$ cat config.mk
export PLATFORM = sky130hd
export DESIGN_NAME = uart_tx_rr_scheduler
export DESIGN_NICKNAME = d
export VERILOG_FILES = /design/src/rtl/uart_tx_rr_scheduler.sv
export SDC_FILE = /design/constraint.sdc
export NUM_CORES = 1
export LEC_CHECK = 0
export CAP_MARGIN = 20
export CORE_ASPECT_RATIO = 1.1
export CORE_MARGIN = 2
export CORE_UTILIZATION = 50
export DETAILED_ROUTE_END_ITERATION = 8
export DONT_BUFFER_PORTS = 1
export SLEW_MARGIN = 20
export SYNTH_ARGS = -nofsm -noshare
export SYNTH_HDL_FRONTEND = slang
export SYNTH_SLANG_ARGS = --single-unit
export TNS_END_PERCENT = 5
$ cat constraint.sdc
create_clock -name clk -period 5.2 [get_ports clk]
set_input_delay 1.3 -clock clk [delete_from_list [all_inputs] [get_ports clk]]
set_output_delay 1.3 -clock clk [all_outputs]
set_load 0.01 [all_outputs]
$ cat src/rtl/uart_tx_rr_scheduler.sv
// Round-robin scheduler sharing one baud-paced UART transmitter among NUM_REQ byte producers.
// Optional launch-to-done watchdog is compiled in when UART_SCHED_WDOG_EN is defined.
module uart_tx_rr_scheduler #(
    parameter int NUM_REQ     = 4,
    parameter int DATA_W      = 8,
    parameter int WDOG_CYCLES = 4096
) (
    input  logic                          clk,
    input  logic                          srst,
    input  logic [NUM_REQ-1:0]            req_valid,
    input  logic [NUM_REQ*DATA_W-1:0]     req_data,
    output logic [NUM_REQ-1:0]            req_ready,
    output logic                          uart_start,
    output logic [DATA_W-1:0]             uart_data,
    input  logic                          uart_busy,
    input  logic                          uart_done,
    output logic [$clog2(NUM_REQ)-1:0]    grant_id,
    output logic                          active,
    output logic                          err_timeout
);

    localparam int ID_W = $clog2(NUM_REQ);

    typedef enum logic [1:0] {
        IDLE      = 2'd0,
        LAUNCH    = 2'd1,
        WAIT_DONE = 2'd2
    } state_t;

    state_t          state;
    state_t          state_next;
    logic [ID_W-1:0] rr_ptr;
    logic [ID_W-1:0] win_id;
    logic [ID_W-1:0] scan_idx;
    logic            win_found;
    logic            grant;
    logic            timeout;

    // Scan requesters starting at rr_ptr; the first valid one wins.
    always_comb begin
        win_found = 1'b0;
        win_id    = '0;
        scan_idx  = '0;
        for (int i = 0; i < NUM_REQ; i++) begin
            scan_idx = ID_W'((int'(rr_ptr) + i) % NUM_REQ);
            if (!win_found && req_valid[scan_idx]) begin
                win_found = 1'b1;
                win_id    = scan_idx;
            end
        end
    end

    // srst suppresses the accept pulse so no byte is consumed and then lost.
    assign grant = (state == IDLE) && win_found && !srst;

    always_comb begin
        req_ready = '0;
        if (grant) begin
            req_ready[win_id] = 1'b1;
        end
    end

    always_ff @(posedge clk) begin
        if (srst) begin
            state <= IDLE;
        end else begin
            state <= state_next;
        end
    end

    // A done pulse while still launching means a short frame already finished.
    always_comb begin
        state_next = state;
        unique case (state)
            IDLE: begin
                if (win_found) begin
                    state_next = LAUNCH;
                end
            end
            LAUNCH: begin
                if (uart_done || timeout) begin
                    state_next = IDLE;
                end else if (uart_busy) begin
                    state_next = WAIT_DONE;
                end
            end
            WAIT_DONE: begin
                if (uart_done || timeout) begin
                    state_next = IDLE;
                end
            end
            default: state_next = IDLE;
        endcase
    end

    always_ff @(posedge clk) begin
        if (srst) begin
            uart_data <= '0;
            grant_id  <= '0;
            rr_ptr    <= '0;
        end else if (grant) begin
            uart_data <= req_data[int'(win_id)*DATA_W +: DATA_W];
            grant_id  <= win_id;
            rr_ptr    <= (win_id == ID_W'(NUM_REQ - 1)) ? '0 : win_id + 1'b1;
        end
    end

    assign uart_start = (state == LAUNCH);
    assign active     = (state != IDLE);

`ifdef UART_SCHED_WDOG_EN
    localparam int CNT_W = $clog2(WDOG_CYCLES + 1);

    logic [CNT_W-1:0] wdog_cnt;
    logic             err_flag;

    // Fires on the WDOG_CYCLES-th cycle after launch unless done arrives that cycle.
    assign timeout = (state != IDLE) && !uart_done &&
                     (wdog_cnt == CNT_W'(WDOG_CYCLES - 1));

    always_ff @(posedge clk) begin
        if (srst) begin
            wdog_cnt <= '0;
            err_flag <= 1'b0;
        end else begin
            if (grant) begin
                wdog_cnt <= '0;
            end else if (state != IDLE) begin
                wdog_cnt <= wdog_cnt + 1'b1;
            end
            if (timeout) begin
                err_flag <= 1'b1;
            end
        end
    end

    assign err_timeout = err_flag;
`else
    assign timeout     = 1'b0;
    assign err_timeout = 1'b0;
`endif

endmodule
==> key figures, run 1 <==
Setup path
  • Crit path DAT: 2.76 ns
  • R2r setup slk: 2.98 ns
  • R2R cell count: 7
  • Worst-path maximum fanout: 17
  • Crit Path Class: input port to output pin
  • RR Endpoint: rr_ptr[0]
  • Worst setup SP type: input port
  • Req. time, crit path: 3.90 ns
  • Worst path slowest cell: a211o_1
  • Worst-path cell chain: nand2b_1 -> a21oi_1 -> a211o_1 -> inv_1 -> ha_1 -> and2_1
  • CP endpoint kind: output pin
  • CP peak stage delay: 0.67 ns
  • R2R Path Start: rr_ptr[0]

Routing
  • ANT nets after route: 0
  • DRC marker count from the first detailed-route iteration: 7
  • Vias per inst: 6.21
  • Via count: 683
  • Wire length per cell: 15.5 um
  • DRC viols: 0
  • Router iterations before antenna repair: 4
  • WL final: 1710 um

Yosys
  • Synth Area per Inst: 8.89 sq um
  • Synth Warn #: 0
  • Main synth FF type: dfxtp_1
  • Post-synthesis register bit count: 14
  • Post-synth EDFFs: 0
  • Syn Std Cell Area: 862 sq um
  • Yosys cell types: 27
  • Sequential fraction of the synthesis area: 0.325
  • Post-Syn Instances: 97
  • Mapped Nets: 138
  • Post-synthesis async set-or-reset flop share: 0

Final layout
  • Most common cell after layout, fill and taps aside: mux2i_1
  • Number of diodes: 0
  • Final nets: 136
  • Most frequent cells in the layout: mux2i_1 (19), dfxtp_1 (14), nand2_1 (10), nor2_1 (9), o221ai_1 (8)
  • Area Growth Syn to Fin: -1.74%
  • Layout cell share with drive strength beyond 1: 0.0538

Clock network
  • Post-CTS Setup Bufs: 0
  • CTS buffer count: 3
  • CTS tree: done
  • Resize count post-CTS: 0
  • Worst skew pair latency: 0.27 ns
  • Clock Pin Slew Worst Setup and Hold Paths: 0.07 ns
  • Clk buf depth: 2
  • CTS H-tree lvls: 1
  • Sink Count: 14
  • Root buffer cell: clkbuf_4
  • Cts hold-fix bufs: 0

Hold path
  • HP Start: state[1]
  • Hold Path Class: register to register
  • Worst Hold Endpoint: state[0]
  • Number of cells on the worst hold path: 1

STA
  • Pins Over Slew Limit: 0
  • Final Cycle Share: 0.782
  • RSZ-0062 raised after global routing: false
  • Post-Route Setup TNS: 0 ns
  • Relative slew slack: 0.457
  • Final Hold Vio Count: 0
  • Final setup viols: 0
  • Worst slew pin tran: 0.814 ns
  • Max Fclk: 0.246 GHz
  • Fin crit period: 4.06 ns
  • Fin Hold WS: 0.457 ns
  • Layout Skew: 0.00579 ns

Placed design
  • Gpl congestion: 0.741
  • HPWL after DPL: 1340 um
  • PortBufs: 0

Global route
  • Global-route wire length before repair: 2500 um
  • Gr usage total: 0.165
  • Antenna violations before repair: 0
  • Largest net degree at the start of global routing: 18
  • Vias in the first global route: 548
  • Grt ovf: 0

Power
  • VDD IR max: 0.000239 V
  • Total power: 308 uW
  • Leak: 0.000392 uW
  • Power per Cell Area: 364 nW/um^2

Die
  • Die height: 47.6 um
  • Die width: 43.6 um
  • Core area: 1600 sq um
  • # rows: 15
  • Initial core utilization: 0.540
  • # IOs: 57
  • Die ar.: 2070 sq um

Flow run
  • MaxCap Viol Count: 0

Run status
  • Status: finished, final reports clean
==> worst max path at each step <==
stage	from	end	depth (start not counted)
2_1_floorplan	req_valid[2]	req_ready[3]	8
3_3_place_gp	req_valid[1]	req_ready[3]	6
3_5_place_dp	req_valid[1]	req_ready[3]	6
4_1_cts	req_valid[1]	req_ready[3]	6
5_1_grt	req_valid[1]	req_ready[3]	6
6_report	req_valid[1]	req_ready[3]	6
==> cell type report <==
class                           count  area (sq um)
Inverter                            3          11.3
Multi-Input combinational cell     73           512
Tap cell                           17          21.3
Sequential cell                    14           280
Clock buffer                        3          22.5
Fill cell                         152           748
==> registers in the layout, indices dropped and copies added (netlist names) <==
register / count
state: 2
grant_id: 2
uart_data: 8
rr_ptr: 2
==> metal layers <==
metal / GRT usage / wire length [um]
met3: 0.0302 / 179
met2: 0.244 / 814
met1: 0.228 / 706
met4: 0.0909 / 8
met5: 0 / 0
==> Yosys cell counts (2+ instances only) <==
library cell / n / area share
mux2i_1: 19 / 0.22
dfxtp_1: 14 / 0.33
nand2_1: 10 / 0.044
nor2_1: 9 / 0.039
o221ai_1: 8 / 0.081
a21oi_1: 5 / 0.029
nor2b_1: 5 / 0.036
inv_1: 3 / 0.013
nand2b_1: 3 / 0.022
buf_4: 2 / 0.017
nor3_1: 2 / 0.012
or2_1: 2 / 0.015
==> worst max-delay path: cells and delay by family <==
family / cells / cell delay [ns]
AOI/OAI and AO/OA: 2 / 0.86
and+or+nand+nor: 2 / 0.30
adders and majority gates: 1 / 0.21
buffers and inverters: 1 / 0.10
==> through the flow <==
stage | util | cells | setup slack (ns) | cell area, sq um
final | 0.531 | 110 | 1.14 | 847
after global routing | 0.531 | 110 | 0.942 | 847
after CTS | 0.531 | 110 | 1.10 | 847
after detailed placement | 0.517 | 107 | 1.11 | 825
after global placement | 0.517 | 107 | 1.13 | 825
after floorplan | - | 97 | 1.41 | 862
==> cells by family (layout without fill, tap and decap cells) <==
group,count (synthesis),after routing,share of synthesized area
compound gates,17,17,0.152
mux,19,19,0.221
other cells,1,1,0.00435
fa+ha+maj,1,1,0.0145
simple gates,35,35,0.202
flops,14,14,0.325
buf+inv,10,6,0.0813
==> where the power goes <==
part / leakage (uW) / switching, uW / total [uW] / internal (uW)
registers: 0.000116 / 21.7 / 149 / 127
logic: 0.000263 / 54.6 / 102 / 47.1
clock network: 0.0000138 / 30.7 / 57.5 / 26.8
No activity file was read; power rests on OpenSTA's default activity.
==> run 2: changes to the inputs <==
- PLACE_DENSITY: default -> 0.68
- clock period: 5.2 -> 3.55 ns (I/O delays scaled with it)
==> run 2 against run 1 <==
Effect of this change: clock-buffer cell count up 1; clock power up 100%; global-route usage up 0.62 points.
==> key figures, run 2 (same netlist as run 1, synthesis figures left out) <==
Setup path
  • Worst setup SP type: input port
  • Worst path slowest cell: or2_1
  • Req. time, crit path: 2.66 ns
  • Crit Path Class: input port to output pin
  • CP peak stage delay: 0.35 ns
  • Worst-path cell chain: nor4_1 -> or2_1 -> nor2_4 -> nand2b_1 -> nor2_1
  • Crit path DAT: 2.06 ns
  • CP endpoint kind: output pin
  • Worst-path maximum fanout: 10

Clock network
  • Post-CTS Setup Bufs: 0
  • CTS buffer count: 3
  • Resize count post-CTS: 0
  • Cts hold-fix bufs: 0
  • CTS H-tree lvls: 1
  • Root buffer cell: clkbuf_4
  • Clock Pin Slew Worst Setup and Hold Paths: 0.09 ns
  • Sink Count: 14
  • Worst skew pair latency: 0.28 ns
  • CTS tree: done
  • Clk buf depth: 2

STA
  • Max Fclk: 0.339 GHz
  • Final Cycle Share: 0.830
  • RSZ-0062 raised after global routing: false
  • Post-Route Setup TNS: 0 ns
  • Pins Over Slew Limit: 0
  • Relative slew slack: 0.598
  • Final setup viols: 0
  • Layout Skew: 0.00422 ns
  • Final Hold Vio Count: 0
  • Fin crit period: 2.95 ns
  • Worst slew pin tran: 0.603 ns
  • Post-route setup slack: 0.602 ns

Final layout
  • Area Growth Syn to Fin: 0.726%
  • Seq. cell area: 280 sq um
  • Most common cell after layout, fill and taps aside: mux2i_1
  • Fillers: 155
  • Layout cell share with drive strength beyond 1: 0.0737
  • Area occupied by multi-input gates: 512 sq um
  • Final nets: 137
  • Number of flip-flops in the largest register: 8
  • Most frequent cells in the layout: mux2i_1 (19), dfxtp_1 (14), nand2_1 (10), nor2_1 (9), o221ai_1 (8)
  • Most flop-heavy register: uart_data
  • Number of diodes: 0

Routing
  • Vias per inst: 6.08
  • WL final: 1660 um
  • Via count: 681
  • Router iterations before antenna repair: 3
  • ANT nets after route: 0
  • DRC marker count from the first detailed-route iteration: 13
  • Wire length per cell: 14.8 um
  • DRC viols: 0

Global route
  • Antenna violations before repair: 0
  • Vias in the first global route: 607
  • Gr usage total: 0.171
  • Grt ovf: 0
  • Largest net degree at the start of global routing: 17
  • Global-route wire length before repair: 2570 um

Flow run
  • MaxCap Viol Count: 0

Die
  • # IOs: 57
  • Initial core utilization: 0.540
  • Core area: 1600 sq um
  • # rows: 15
  • Die ar.: 2070 sq um
  • Die width: 43.6 um
  • Die height: 47.6 um

Power
  • Leak: 0.000404 uW
  • VDD IR max: 0.000239 V
  • Power per Cell Area: 556 nW/um^2
  • Total power: 483 uW

Placed design
  • Post-place setup slack: 0.588 ns
  • HPWL after DPL: 1330 um
  • Gpl congestion: 0.680
  • PortBufs: 0

Hold path
  • Hold Path Class: register to register

Run status
  • Status: finished, final reports clean
-- run 2: changes by cell type in the layout (fill, tap and decap cells not counted), sizes merged --
cell	change
buf	+1
clkbuf	+1
-- run 2: critical path: cells and delay by family --
kind | cells | cell delay [ns]
AND/OR/NAND/NOR | 5 | 1.17
-- run 2: stage by stage --
| stage | util | hold slack, ns | instance area, sq um | cells |
|---|---|---|---|---|
| after floorplan | - | 0.430 | 862 | 97 |
| after global placement | 0.522 | 0.448 | 832 | 108 |
| after detailed placement | 0.522 | 0.451 | 832 | 108 |
| after CTS | 0.544 | 0.464 | 868 | 112 |
| after global routing | 0.544 | 0.502 | 868 | 112 |
| final | 0.544 | 0.458 | 868 | 112 |
-- run 2: worst paths after layout --
path	endpoint	from	slack (ns)	cells past startpoint
worst max-delay path	req_ready[1]	req_valid[2]	0.60	5
worst min-delay path	state[0]	state[1]	0.46	1
worst min register to register	state[0]	state[1]	0.46	1
worst max register to register	uart_data[0]	state[0]	1.81	5
-- run 2: power by group --
| group | internal, uW | switching [uW] | leakage (uW) |
|---|---|---|---|
| registers | 186 | 32.8 | 0.000116 |
| clock network | 62.3 | 52.4 | 0.0000210 |
| logic | 70.8 | 78.3 | 0.000267 |
| total | 319 | 163 | 0.000404 |
-- run 2: layer usage --
layer,vias up,part of all wire,track usage,wire length (um)
li1,339,-,-,-
met1,305,0.42,0.205,689
met2,35,0.48,0.291,793
met3,2,0.093,0.0264,155
met4,0,0.011,0.109,19
met5,-,0,0,0
-- run 2: cell type report --
class | count | area share
Multi-Input combinational cell | 73 | 0.589
Sequential cell | 14 | 0.323
Clock buffer | 4 | 0.0418
Tap cell | 17 | 0.0245
Inverter | 3 | 0.0130
Timing Repair Buffer | 1 | 0.00865
==> run 3: changes to the inputs <==
- clock period: 3.55 -> 2.36 ns (I/O delays scaled with it)
==> run 3 against run 2 <==
Effect of this change: total power is 56% higher; first-iteration DRC count fell by 54%; wire length grew 6.2%; register-to-register slack got worse by 1.2 ns; die area stayed put; largest power group unchanged; critical path depth did not move; clock skew grew 0.0045 ns; sequential power increased by 50%; clock-buffer cell count stayed put; cell area increased by 6.3%; critical path type is now register to output pin.
==> key figures, run 3 (same netlist as run 1, synthesis figures left out) <==
STA
  • Max Fclk: 0.450 GHz
  • Final setup viols: 0
  • Final Cycle Share: 0.941
  • Post-Route Setup TNS: 0 ns
  • Fin crit period: 2.22 ns
  • Layout Skew: 0.00874 ns
  • Final Hold Vio Count: 0
  • Pins Over Slew Limit: 0
  • RSZ-0062 raised after global routing: false

Flow run
  • MaxCap Viol Count: 0

Clock network
  • CTS tree: done
  • CTS buffer count: 3
  • Worst skew pair latency: 0.28 ns
  • Resize count post-CTS: 0
  • Clk buf depth: 2
  • Cts hold-fix bufs: 0
  • Sink Count: 14
  • Clock Pin Slew Worst Setup and Hold Paths: 0.09 ns
  • Root buffer cell: clkbuf_4
  • CTS H-tree lvls: 1
  • Post-CTS Setup Bufs: 0

Die
  • Core area: 1600 sq um
  • # IOs: 57
  • # rows: 15
  • Die height: 47.6 um
  • Die width: 43.6 um
  • Initial core utilization: 0.540
  • Die ar.: 2070 sq um

Global route
  • Gr usage total: 0.173
  • Global-route wire length before repair: 2640 um
  • Vias in the first global route: 637
  • Antenna violations before repair: 0
  • Largest net degree at the start of global routing: 17
  • Grt ovf: 0

Setup path
  • Worst setup SP type: register
  • Worst-path maximum fanout: 4
  • Crit path DAT: 1.63 ns
  • Req. time, crit path: 1.77 ns
  • CP endpoint kind: output pin
  • Crit Path Class: register to output pin
  • R2r setup slk: 0.63 ns

Final layout
  • Area Growth Syn to Fin: 7.11%
  • Most common cell after layout, fill and taps aside: mux2i_1
  • Number of diodes: 0
  • Layout cell share with drive strength beyond 1: 0.168
  • Most flop-heavy register: uart_data
  • Most frequent cells in the layout: mux2i_1 (19), dfxtp_1 (14), nand2_1 (10), o221ai_1 (8)
  • Finished Layout Cells: 118
  • Final nets: 143
  • Number of flip-flops in the largest register: 8

Power
  • VDD IR max: 0.000462 V
  • Switch Pwr: 254 uW
  • Leak: 0.000434 uW
  • Sequential power share: 0.437
  • Sw Ratio: 0.336
  • Logic pwr share: 0.339
  • Power per Cell Area: 817 nW/um^2
  • Clock group share of total power: 0.225
  • Internal power: 500 uW

Routing
  • WL final: 1760 um
  • Router iterations before antenna repair: 2
  • Via count: 696
  • DRC marker count from the first detailed-route iteration: 6
  • DRC viols: 0
  • Wire length per cell: 14.9 um
  • ANT nets after route: 0
  • Vias per inst: 5.90

Run status
  • Status: finished, final reports clean

Placed design
  • Placed Cells: 114
  • HPWL after DPL: 1400 um
  • PortBufs: 0
  • Gpl congestion: 0.835

Hold path
  • Hold Path Class: input port to register
-- run 3: changes by cell type in the layout (fill, tap and decap cells not counted), sizes merged --
cell | before | now
buf | 1 | 7
-- run 3: area by class of cell --
cell class	instances	area, sq um
repair buffers	7	52.6
inverters	3	11.3
multi-input cells	73	522
fillers	149	672
clock buffers	4	36.3
well taps	17	21.3
flip-flops and latches	14	280
-- run 3: power groups by stage --
stage | clock [uW] | sequential [uW] | combinational [uW]
floorplan | 0 | 325 | 229
global placement | 0 | 334 | 245
detailed placement | 0 | 335 | 252
CTS | 175 | 330 | 253
global route | 188 | 334 | 286
finish | 169 | 329 | 255
-- run 3: stage by stage --
stage / hold slack, ns / total power (uW) / utilization / setup slack [ns] / instance area [sq um]
2_1_floorplan: 0.430 / 554 / - / 0.00415 / 865
3_3_place_gp: 0.440 / 579 / 0.551 / 0.170 / 880
3_5_place_dp: 0.457 / 587 / 0.551 / 0.144 / 880
4_1_cts: 0.359 / 758 / 0.574 / 0.0610 / 916
5_1_grt: 0.358 / 808 / 0.579 / 0.0449 / 923
6_report: 0.369 / 754 / 0.579 / 0.139 / 923
-- run 3: critical path, stage by stage, from the launching register on --
cell,delay (ns)
dfxtp_1,0.38
nor2b_1,0.08
a21o_1,0.17
a221oi_1,0.44
buf_4,0.22
nor2_1,0.08
-- run 3: layer usage --
layer	up-vias	GRT usage	part of all wire
li1	354	-	-
met1	307	0.239	0.43
met2	33	0.256	0.48
met3	2	0.0302	0.087
met4	0	0.103	0.0057
met5	-	0	0
-- run 3: final timing paths --
path                  start            to  depth (start not counted)
setup / recovery  rr_ptr[0]  req_ready[2]                          5
setup reg to reg  rr_ptr[1]     rr_ptr[0]                          5
hold reg to reg    state[1]      state[0]                          1
hold / removal         srst     rr_ptr[1]                          1
